[src/rtl/mips_bus_arbiter_if.sv]
// mips_bus_arbiter_if: client request/response bundle plus the Avalon master bus of the arbiter.
//   master modport (arbiter view): in  req_read/req_write/req_address/req_writedata/req_byteenable,
//                                  in  waitrequest/readdata,
//                                  out req_grant/resp_valid/resp_error/resp_readdata/busy,
//                                  out address/read/write/writedata/byteenable.
//   slave modport: the same signals seen from the clients and the Avalon slave.
interface mips_bus_arbiter_if #(
    parameter int N_PORTS    = 2,
    parameter int DATA_WIDTH = 32,
    parameter int ADDR_WIDTH = 32
);
    logic [N_PORTS-1:0]              req_read;
    logic [N_PORTS-1:0]              req_write;
    logic [N_PORTS*ADDR_WIDTH-1:0]   req_address;
    logic [N_PORTS*DATA_WIDTH-1:0]   req_writedata;
    logic [N_PORTS*DATA_WIDTH/8-1:0] req_byteenable;
    logic [N_PORTS-1:0]              req_grant;
    logic [N_PORTS-1:0]              resp_valid;
    logic [N_PORTS-1:0]              resp_error;
    logic [DATA_WIDTH-1:0]           resp_readdata;
    logic                            busy;
    logic [ADDR_WIDTH-1:0]           address;
    logic                            read;
    logic                            write;
    logic [DATA_WIDTH-1:0]           writedata;
    logic [DATA_WIDTH/8-1:0]         byteenable;
    logic                            waitrequest;
    logic [DATA_WIDTH-1:0]           readdata;

    modport master (
        input  req_read, req_write, req_address, req_writedata, req_byteenable, waitrequest, readdata,
        output req_grant, resp_valid, resp_error, resp_readdata, busy,
        output address, read, write, writedata, byteenable
    );

    modport slave (
        output req_read, req_write, req_address, req_writedata, req_byteenable, waitrequest, readdata,
        input  req_grant, resp_valid, resp_error, resp_readdata, busy,
        input  address, read, write, writedata, byteenable
    );
endinterface

[src/rtl/mips_bus_arbiter.sv]
// mips_bus_arbiter: round-robin arbiter granting N_PORTS clients one Avalon master bus.
//   clk   : rising-edge clock
//   reset : synchronous active-high reset
//   bus   : mips_bus_arbiter_if.master (client requests/responses and Avalon master signals)
module mips_bus_arbiter #(
    parameter int N_PORTS    = 2,
    parameter int DATA_WIDTH = 32,
    parameter int ADDR_WIDTH = 32,
    parameter int WAIT_LIMIT = 0
) (
    input logic                clk,
    input logic                reset,
    mips_bus_arbiter_if.master bus
);
    localparam int PW = $clog2(N_PORTS);
    localparam int BW = DATA_WIDTH / 8;
    localparam int CW = $clog2(WAIT_LIMIT + 2);

    typedef enum logic [1:0] {IDLE, ISSUE, RDATA} state_t;

    state_t                state_q, state_d;
    logic [PW-1:0]         ptr_q, ptr_d, port_q, port_d, win, idx;
    logic                  hit, timeout;
    logic                  wr_q, wr_d, first_q, first_d;
    logic [ADDR_WIDTH-1:0] addr_q, addr_d;
    logic [DATA_WIDTH-1:0] wdata_q, wdata_d, rdata_q, rdata_d;
    logic [BW-1:0]         be_q, be_d;
    logic [CW-1:0]         cnt_q, cnt_d;
    logic [N_PORTS-1:0]    valid_q, valid_d, error_q, error_d, req_any, sel;

    assign req_any = bus.req_read | bus.req_write;
    assign sel     = N_PORTS'(1) << port_q;
    assign timeout = WAIT_LIMIT > 0 && cnt_q == CW'(WAIT_LIMIT);

    // Offsets are walked from farthest to nearest so the port closest to ptr wins.
    always_comb begin
        win = ptr_q;
        hit = 1'b0;
        idx = '0;
        for (int k = N_PORTS - 1; k >= 0; k--) begin
            idx = PW'((int'(ptr_q) + k) % N_PORTS);
            if (req_any[idx]) begin
                win = idx;
                hit = 1'b1;
            end
        end
    end

    always_comb begin
        state_d = state_q;
        ptr_d   = ptr_q;
        port_d  = port_q;
        wr_d    = wr_q;
        addr_d  = addr_q;
        wdata_d = wdata_q;
        be_d    = be_q;
        first_d = 1'b0;
        cnt_d   = cnt_q;
        rdata_d = rdata_q;
        valid_d = '0;
        error_d = '0;
        case (state_q)
            IDLE: if (hit) begin
                state_d = ISSUE;
                ptr_d   = (int'(win) == N_PORTS - 1) ? '0 : win + 1'b1;
                port_d  = win;
                wr_d    = bus.req_write[win];
                addr_d  = bus.req_address[int'(win)*ADDR_WIDTH +: ADDR_WIDTH];
                wdata_d = bus.req_writedata[int'(win)*DATA_WIDTH +: DATA_WIDTH];
                be_d    = bus.req_byteenable[int'(win)*BW +: BW];
                first_d = 1'b1;
                cnt_d   = '0;
            end
            ISSUE: begin
                if (!bus.waitrequest) begin
                    state_d = wr_q ? IDLE : RDATA;
                    valid_d = wr_q ? sel : '0;
                end else if (timeout) begin
                    state_d = IDLE;
                    error_d = sel;
                end else if (WAIT_LIMIT > 0) begin
                    cnt_d = cnt_q + 1'b1;
                end
            end
            RDATA: begin
                rdata_d = bus.readdata;
                state_d = IDLE;
                valid_d = sel;
            end
            default: state_d = IDLE;
        endcase
    end

    always_ff @(posedge clk) begin
        if (reset) begin
            state_q <= IDLE;
            ptr_q   <= '0;
            port_q  <= '0;
            wr_q    <= 1'b0;
            addr_q  <= '0;
            wdata_q <= '0;
            be_q    <= '0;
            first_q <= 1'b0;
            cnt_q   <= '0;
            rdata_q <= '0;
            valid_q <= '0;
            error_q <= '0;
        end else begin
            state_q <= state_d;
            ptr_q   <= ptr_d;
            port_q  <= port_d;
            wr_q    <= wr_d;
            addr_q  <= addr_d;
            wdata_q <= wdata_d;
            be_q    <= be_d;
            first_q <= first_d;
            cnt_q   <= cnt_d;
            rdata_q <= rdata_d;
            valid_q <= valid_d;
            error_q <= error_d;
        end
    end

    // Bus fields come straight from the latched request, so they cannot move during a stall.
    assign bus.req_grant     = first_q ? sel : '0;
    assign bus.resp_valid    = valid_q;
    assign bus.resp_error    = error_q;
    assign bus.resp_readdata = rdata_q;
    assign bus.busy          = state_q != IDLE;
    assign bus.address       = addr_q;
    assign bus.writedata     = wdata_q;
    assign bus.byteenable    = be_q;
    assign bus.read          = state_q == ISSUE && !wr_q;
    assign bus.write         = state_q == ISSUE && wr_q;
endmodule

[src/flat_wrapper.sv]
// flat-port wrapper written by rule: the top's interface ports become plain ports
module mips_bus_arbiter_flat 
#(
    parameter int N_PORTS    = 2,
    parameter int DATA_WIDTH = 32,
    parameter int ADDR_WIDTH = 32,
    parameter int WAIT_LIMIT = 0
)
  (clk, reset, bus_req_read, bus_req_write, bus_req_address, bus_req_writedata, bus_req_byteenable, bus_waitrequest, bus_readdata, bus_req_grant, bus_resp_valid, bus_resp_error, bus_resp_readdata, bus_busy, bus_address, bus_read, bus_write, bus_writedata, bus_byteenable);
  mips_bus_arbiter_if #(.N_PORTS(N_PORTS), .DATA_WIDTH(DATA_WIDTH), .ADDR_WIDTH(ADDR_WIDTH)) bus_i ();
  input logic clk;
  input logic reset;
  input wire logic [$bits(bus_i.req_read)-1:0] bus_req_read;
  input wire logic [$bits(bus_i.req_write)-1:0] bus_req_write;
  input wire logic [$bits(bus_i.req_address)-1:0] bus_req_address;
  input wire logic [$bits(bus_i.req_writedata)-1:0] bus_req_writedata;
  input wire logic [$bits(bus_i.req_byteenable)-1:0] bus_req_byteenable;
  input wire logic [$bits(bus_i.waitrequest)-1:0] bus_waitrequest;
  input wire logic [$bits(bus_i.readdata)-1:0] bus_readdata;
  output wire logic [$bits(bus_i.req_grant)-1:0] bus_req_grant;
  output wire logic [$bits(bus_i.resp_valid)-1:0] bus_resp_valid;
  output wire logic [$bits(bus_i.resp_error)-1:0] bus_resp_error;
  output wire logic [$bits(bus_i.resp_readdata)-1:0] bus_resp_readdata;
  output wire logic [$bits(bus_i.busy)-1:0] bus_busy;
  output wire logic [$bits(bus_i.address)-1:0] bus_address;
  output wire logic [$bits(bus_i.read)-1:0] bus_read;
  output wire logic [$bits(bus_i.write)-1:0] bus_write;
  output wire logic [$bits(bus_i.writedata)-1:0] bus_writedata;
  output wire logic [$bits(bus_i.byteenable)-1:0] bus_byteenable;
  assign bus_i.req_read = bus_req_read;
  assign bus_i.req_write = bus_req_write;
  assign bus_i.req_address = bus_req_address;
  assign bus_i.req_writedata = bus_req_writedata;
  assign bus_i.req_byteenable = bus_req_byteenable;
  assign bus_i.waitrequest = bus_waitrequest;
  assign bus_i.readdata = bus_readdata;
  assign bus_req_grant = bus_i.req_grant;
  assign bus_resp_valid = bus_i.resp_valid;
  assign bus_resp_error = bus_i.resp_error;
  assign bus_resp_readdata = bus_i.resp_readdata;
  assign bus_busy = bus_i.busy;
  assign bus_address = bus_i.address;
  assign bus_read = bus_i.read;
  assign bus_write = bus_i.write;
  assign bus_writedata = bus_i.writedata;
  assign bus_byteenable = bus_i.byteenable;
  mips_bus_arbiter #(.N_PORTS(N_PORTS), .DATA_WIDTH(DATA_WIDTH), .ADDR_WIDTH(ADDR_WIDTH), .WAIT_LIMIT(WAIT_LIMIT)) u_core (.clk(clk), .reset(reset), .bus(bus_i));
endmodule
[config.mk]
export PLATFORM = sky130hd
export DESIGN_NAME = mips_bus_arbiter_flat
export DESIGN_NICKNAME = d
export VERILOG_FILES = /design/src/rtl/mips_bus_arbiter_if.sv /design/src/rtl/mips_bus_arbiter.sv /design/src/flat_wrapper.sv
export SDC_FILE = /design/constraint.sdc
export NUM_CORES = 1
export LEC_CHECK = 0
export BUFFER_PORTS_ARGS = -buffer_cell sky130_fd_sc_hd__buf_2
export CORE_AREA = 8 8 108 110
export CTS_CLUSTER_SIZE = 25
export DETAILED_ROUTE_END_ITERATION = 8
export DIE_AREA = 0 0 116 118
export HOLD_SLACK_MARGIN = 0.05
export PLACE_DENSITY_LB_ADDON = 0.2
export SYNTH_ARGS = -nofsm -noshare
export SYNTH_HDL_FRONTEND = slang
export SYNTH_SLANG_ARGS = --single-unit
[constraint.sdc]
create_clock -name clk -period 4.6 [get_ports clk]
set_input_delay 0.92 -clock clk [delete_from_list [all_inputs] [get_ports clk]]
set_output_delay 0.92 -clock clk [all_outputs]
set_load 0.1 [all_outputs]
; Word-level counts from Yosys, hierarchy flattened
; Index checks and enable logic that the tools add are counted.
[word_totals]
output_inout_bits = 109
wordCells = 53
ff_bits = 108
[classes]
order_cmp = 3
n_reduce_logical = 8
bitwise = 2
n_mux = 20
shifts = 4
eq_ne = 4
add_sub_neg = 2
[op_table]
columns = op, n
row1 = $shiftx 64x7->32, 2
row2 = $mux 1, 12
row3 = $mux 2, 6
row4 = $pmux 2 s2, 2
row5 = $shiftx 8x4->4, 1
row6 = $lt 1x2->1 const B, 3
row7 = $reduce_and 2->1, 2
row8 = $add 1x1->1 const B, 2
row9 = $eq 2x1->1 const B, 1
row10 = $eq 2x2->1 const B, 1
row11 = $logic_and 1x1->1, 2
row12 = $logic_not 2->1, 1
row13 = $ne 2x1->1 const B, 1
row14 = $ne 2x2->1 const B, 1
row15 = $or 2x2->2, 1
row16 = $reduce_bool 2->1, 1
row17 = $reduce_or 2->1, 1
row18 = $shl 1x1->2 const A, 1
row19 = $logic_not 1->1, 1
row20 = $not 1->1, 1

; Longest topological paths before layout
[logic_depth]
word_depth = 7
mapped_depth = 7
mapped_depth_nobuf = 5

; Least setup slack after synthesis
; Ideal clock, no wire load.
[synth_path]
path_type = reg2out
startpoint = reg u_core.state_q[1]
endpoint = out bus_read
t_required_ns = 3.680
setup_slack_ns = 1.749
arrival_ns = 1.931
stages_incl_launch_ff = 4
path_cell_list = dfxtp_1 inv_1 ha_1 nor2b_1
[synth_between]
elab_chain_len = 2
[synth_rtl]
columns = element, line
row1 = start: declaration, mips_bus_arbiter.sv:21  ; state_t state_q, state_d;
row2 = start signal: assignment, mips_bus_arbiter.sv:109  ; state_q <= state_d;
row3 = $eq 2x1->1, mips_bus_arbiter.sv:133  ; assign bus.read = state_q == ISSUE && !wr_q;
row4 = $logic_and 1x1->1, mips_bus_arbiter.sv:133
row5 = end: declaration, flat_wrapper.sv:26  ; output wire logic [$bits(bus_i.read)-1:0] bus_read;
; Every way passes these cells.

; Final worst setup path
[layout_path]
startpoint = reg u_core.state_q[0]
endpoint = out bus_busy
[layout_between]
elab_chain_len = 1
[layout_rtl]
columns = element, line
row1 = $reduce_bool 2->1, mips_bus_arbiter.sv:129  ; assign bus.busy = state_q != IDLE;
row2 = end: declaration, flat_wrapper.sv:24  ; output wire logic [$bits(bus_i.busy)-1:0] bus_busy;
; Every way passes these cells.

==> results_tabular.tex <==
\begin{tabular}{lr}
\hline
Metric & Value \\
\hline
\multicolumn{2}{l}{\textbf{Outcome}} \\
Result of the run & completed \\
\multicolumn{2}{l}{\textbf{Timing}} \\
Setup repair after global routing missed its margin & false \\
Final cycle utilization of the critical path & 0.569 \\
Final setup violation count & 0 \\
Setup total negative slack & 0 ns \\
Achievable frequency & 0.382 GHz \\
Actual slew at the worst max-slew pin & 1.05 ns \\
Final Hold Violating Endpoints & 0 \\
Clock Skew & 0.0116 ns \\
Post-layout min period & 2.62 ns \\
Setup slack after layout & 1.98 ns \\
Tightest slew margin relative to the limit & 0.301 \\
Pins Over Slew Limit & 0 \\
\multicolumn{2}{l}{\textbf{Power and ir drop}} \\
Proportion of power drawn by flip-flops and latches & 0.346 \\
Psw & 1.68 mW \\
Leakage component of the power & 2.79 nW \\
Pwr per Cell Area & 549 nW/µm² \\
Share of power burned in the clock network & 0.167 \\
Post-route total power & 3.29 mW \\
Cell internal pwr & 1.61 mW \\
Switching share of power & 0.510 \\
Worst VDD drop & 379 µV \\
Fraction of power consumed by combinational cells & 0.487 \\
\multicolumn{2}{l}{\textbf{Min path}} \\
Number of cells on the worst hold path & 2 \\
Hold Crit Endpoint & u\_core.bus.resp\_valid[1] \\
Worst hold start & u\_core.port\_q \\
Classification of the worst-slack hold path & reg2reg \\
\multicolumn{2}{l}{\textbf{Floorplanning}} \\
Placement Rows & 37 \\
Core ar. & 10000 µm² \\
Starting utilization of the core area & 0.436 \\
Io pins & 284 \\
Die Footprint & 13700 µm² \\
Chip Height & 118 µm \\
Die X-Extent & 116 µm \\
\multicolumn{2}{l}{\textbf{Clocking}} \\
Resized cells post-CTS & 0 \\
Clock H-tree levels & 3 \\
Number of sinks driven by the clock tree & 108 \\
Hold-fix buffers at CTS & 0 \\
Worst skew pair latency & 0.36 ns \\
CTS Root Cell & clkbuf\_8 \\
Buffer levels on the longest clock path & 2 \\
Clock input transition at the sequential cells of the worst setup and hold paths & 0.10 ns \\
CTS buffer count & 9 \\
TritonCTS clock tree & done \\
Post-CTS Setup Inserts & 0 \\
\multicolumn{2}{l}{\textbf{Routing}} \\
Number of design-rule violations left by the first detailed-router iteration & 214 \\
DRT antenna net count & 0 \\
Drt total wl & 14800 µm \\
Total via count after detailed routing & 4163 \\
Residual DRC & 0 \\
Via density per instance & 5.26 \\
Routed length per placed instance & 18.7 µm \\
Detailed Routing Iterations Pass 1 & 4 \\
\multicolumn{2}{l}{\textbf{Synthesis}} \\
Post-synth cell types & 33 \\
Biggest area consumer among synthesized cells & dfxtp\_1 \\
Yosys synthesis warning count & 0 \\
Sequential cell area fraction in the yosys report & 0.495 \\
Leading post-synthesis cells by cell area & dfxtp\_1 (50\%), a221o\_1 (16\%), nor3b\_1 (8.3\%) \\
Number of flops mapped to enable cells by yosys & 0 \\
Ys async rst share & 0 \\
Mapped cell area & 4360 µm² \\
Synth Instances & 391 \\
Dominant register cell in the synthesized netlist & dfxtp\_1 \\
Post-synthesis sequential element count & 108 \\
Synth top area share & 0.495 \\
Mean cell area of the mapped netlist & 11.2 µm² \\
\multicolumn{2}{l}{\textbf{Layout}} \\
Multi-input gate area in the final layout & 2010 µm² \\
Final design area excluding fillers & 5990 µm² \\
Area growth from synthesis to final layout & 37.2\% \\
Filler cell count & 913 \\
Diodes inserted & 0 \\
Register area & 2160 µm² \\
Number of nets in the layout & 828 \\
Share of final-layout standard cells stronger than drive strength 1 & 0.496 \\
\multicolumn{2}{l}{\textbf{Global route}} \\
Initial antenna violation count & 0 \\
Via count of the first global-routing pass & 4405 \\
Pin count of the biggest net entering global routing & 69 \\
First-pass GRT wire length & 22800 µm \\
Total congestion overflow after global routing & 0 \\
Total global routing track utilization & 0.209 \\
\multicolumn{2}{l}{\textbf{Placed design}} \\
Dpl cell area & 5810 µm² \\
Port Buf Inserts & 281 \\
Final RePlAce weighted congestion & 0.787 \\
Placed wire-length estimate & 11400 µm \\
Worst-case setup slack after placement & 1.69 ns \\
\multicolumn{2}{l}{\textbf{Worst setup path}} \\
Maximum net fanout on the critical path & 5 \\
Delay of the slowest cell on the worst path & 0.46 ns \\
RR Startpoint & u\_core.state\_q[0] \\
Crit path required time & 3.68 ns \\
Worst endpoint data arrival time & 1.70 ns \\
Cells traversed along the worst timing path & inv\_1 -> ha\_1 -> inv\_1 -> buf\_2 \\
Critical path start-end classification & reg2out \\
Logic depth of the worst register-to-register path & 6 \\
CP Capture Type & output pin \\
Dominant cell type by count on the critical path & inv\_1 \\
Reg-to-reg setup timing slack & 2.05 ns \\
Slowest stage cell on the critical path & buf\_2 \\
Capturing point of the worst reg2reg path & u\_core.bus.byteenable[1] \\
Launching element type of the critical path & register \\
\multicolumn{2}{l}{\textbf{Flow run}} \\
Reported max-cap violation count & 0 \\
\hline
\end{tabular}
-- cells in the final DEF (no fill, tap or decap) --
cell type / Yosys / routed
a211oi_1: 2 / 2
a21boi_0: 1 / 1
a21oi_1: 3 / 3
a221o_1: 68 / 68
and2_1: 2 / 2
and3b_1: 1 / 1
buf_2: 10 / 280
buf_4: 4 / 6
clkbuf_1: 19 / 1
clkbuf_8: 0 / 10
clkinv_4: 0 / 1
clkinvlp_4: 0 / 1
conb_1: 1 / 2
dfxtp_1: 108 / 108
ha_1: 3 / 2
ha_2: 0 / 1
inv_1: 5 / 5
inv_6: 0 / 3
mux2i_1: 33 / 33
nand2_1: 4 / 4
nand2b_1: 1 / 1
nor2_1: 35 / 35
nor2b_1: 3 / 3
nor3_1: 1 / 1
nor3_4: 0 / 1
nor3b_1: 48 / 48
nor3b_2: 20 / 20
nor4_1: 1 / 1
o211a_2: 1 / 1
o211ai_1: 1 / 1
o21a_1: 2 / 2
o21ai_0: 3 / 3
o21ai_1: 1 / 1
o221ai_1: 1 / 1
o41a_2: 0 / 1
or4_1: 1 / 1
-- sequential cells by signal, indices dropped and copies added, names as in the netlist --
name and flops:
u_core.bus.address 32, u_core.port_q 1, u_core.bus.byteenable 4, u_core.state_q 2, u_core.bus.resp_valid 2, u_core.bus.resp_readdata 32
u_core.ptr_q 1, u_core.first_q 1, u_core.wr_q 1, u_core.bus.writedata 32
-- power groups by stage --
| stage | combinational [mW] | clock [mW] | sequential, mW |
|---|---|---|---|
| 3_5_place_dp | 1.61 | 0 | 1.16 |
| 2_1_floorplan | 0.402 | 0 | 2.07 |
| 3_3_place_gp | 1.60 | 0 | 1.15 |
| 4_1_cts | 1.61 | 0.565 | 1.14 |
| 6_report | 1.60 | 0.551 | 1.14 |
| 5_1_grt | 1.66 | 0.605 | 1.16 |
-- how the worst max path moves through the flow --
stage | from | end | slack, ns | depth (start not counted)
finish | u_core.state_q[0] | bus_busy | 1.98 | 4
global route | u_core.state_q[0] | u_core.bus.byteenable[1] | 1.87 | 6
CTS | u_core.state_q[1] | bus_read | 1.95 | 4
detailed placement | bus_req_write[1] | u_core.bus.writedata[13] | 1.69 | 5
global placement | bus_req_write[1] | u_core.bus.address[2] | 1.75 | 5
floorplan | u_core.state_q[1] | bus_read | 1.75 | 3
-- Yosys cell counts, types with 4 or more instances --
| master | count |
|---|---|
| nor3b_2 | 20 |
| nor3b_1 | 48 |
| a221o_1 | 68 |
| inv_1 | 5 |
| buf_2 | 10 |
| buf_4 | 4 |
| buf_1 | 4 |
| nand2_1 | 4 |
| clkbuf_1 | 19 |
| dfxtp_1 | 108 |
| nor2_1 | 35 |
| mux2i_1 | 33 |
-- kinds of logic after synthesis --
group	synth area share
AND/OR/NAND/NOR	0.191
adder cells (fa/ha/maj)	0.00860
multiplexers	0.0757
buffers and inverters	0.0476
flip-flops	0.495
AO/OA/AOI/OAI	0.181
other	0.000859
-- metal layers --
layer,up-vias,wire length (µm),global-route usage
li1,1995,-,-
met2,205,7170,0.354
met5,-,0,0
met4,0,295,0.0738
met1,1939,5700,0.232
met3,24,1640,0.0759
-- critical path: cells and delay by family (launching register included) --
| family | cells | cell delay, ns |
|---|---|---|
| fa+ha+maj | 1 | 0.28 |
| flops | 1 | 0.37 |
| buf+inv | 3 | 0.70 |
-- through the flow --
| step | utilization | hold slack, ns | std cells |
|---|---|---|---|
| 2_1_floorplan | - | 0.434 | 392 |
| 3_3_place_gp | 0.581 | 0.467 | 775 |
| 3_5_place_dp | 0.581 | 0.477 | 775 |
| 5_1_grt | 0.599 | 0.520 | 791 |
| 4_1_cts | 0.599 | 0.495 | 791 |
| 6_report | 0.599 | 0.496 | 791 |
-- area by class of cell --
| cell class | instances | share of cell area |
|---|---|---|
| Clock buffer | 11 | 0.0236 |
| Clock inverter | 5 | 0.00710 |
| Inverter | 5 | 0.00313 |
| Multi-Input combinational cell | 240 | 0.335 |
| Sequential cell | 108 | 0.361 |
| Tap cell | 136 | 0.0284 |
| Timing Repair Buffer | 286 | 0.241 |
(Power assumes the default switching activity.)
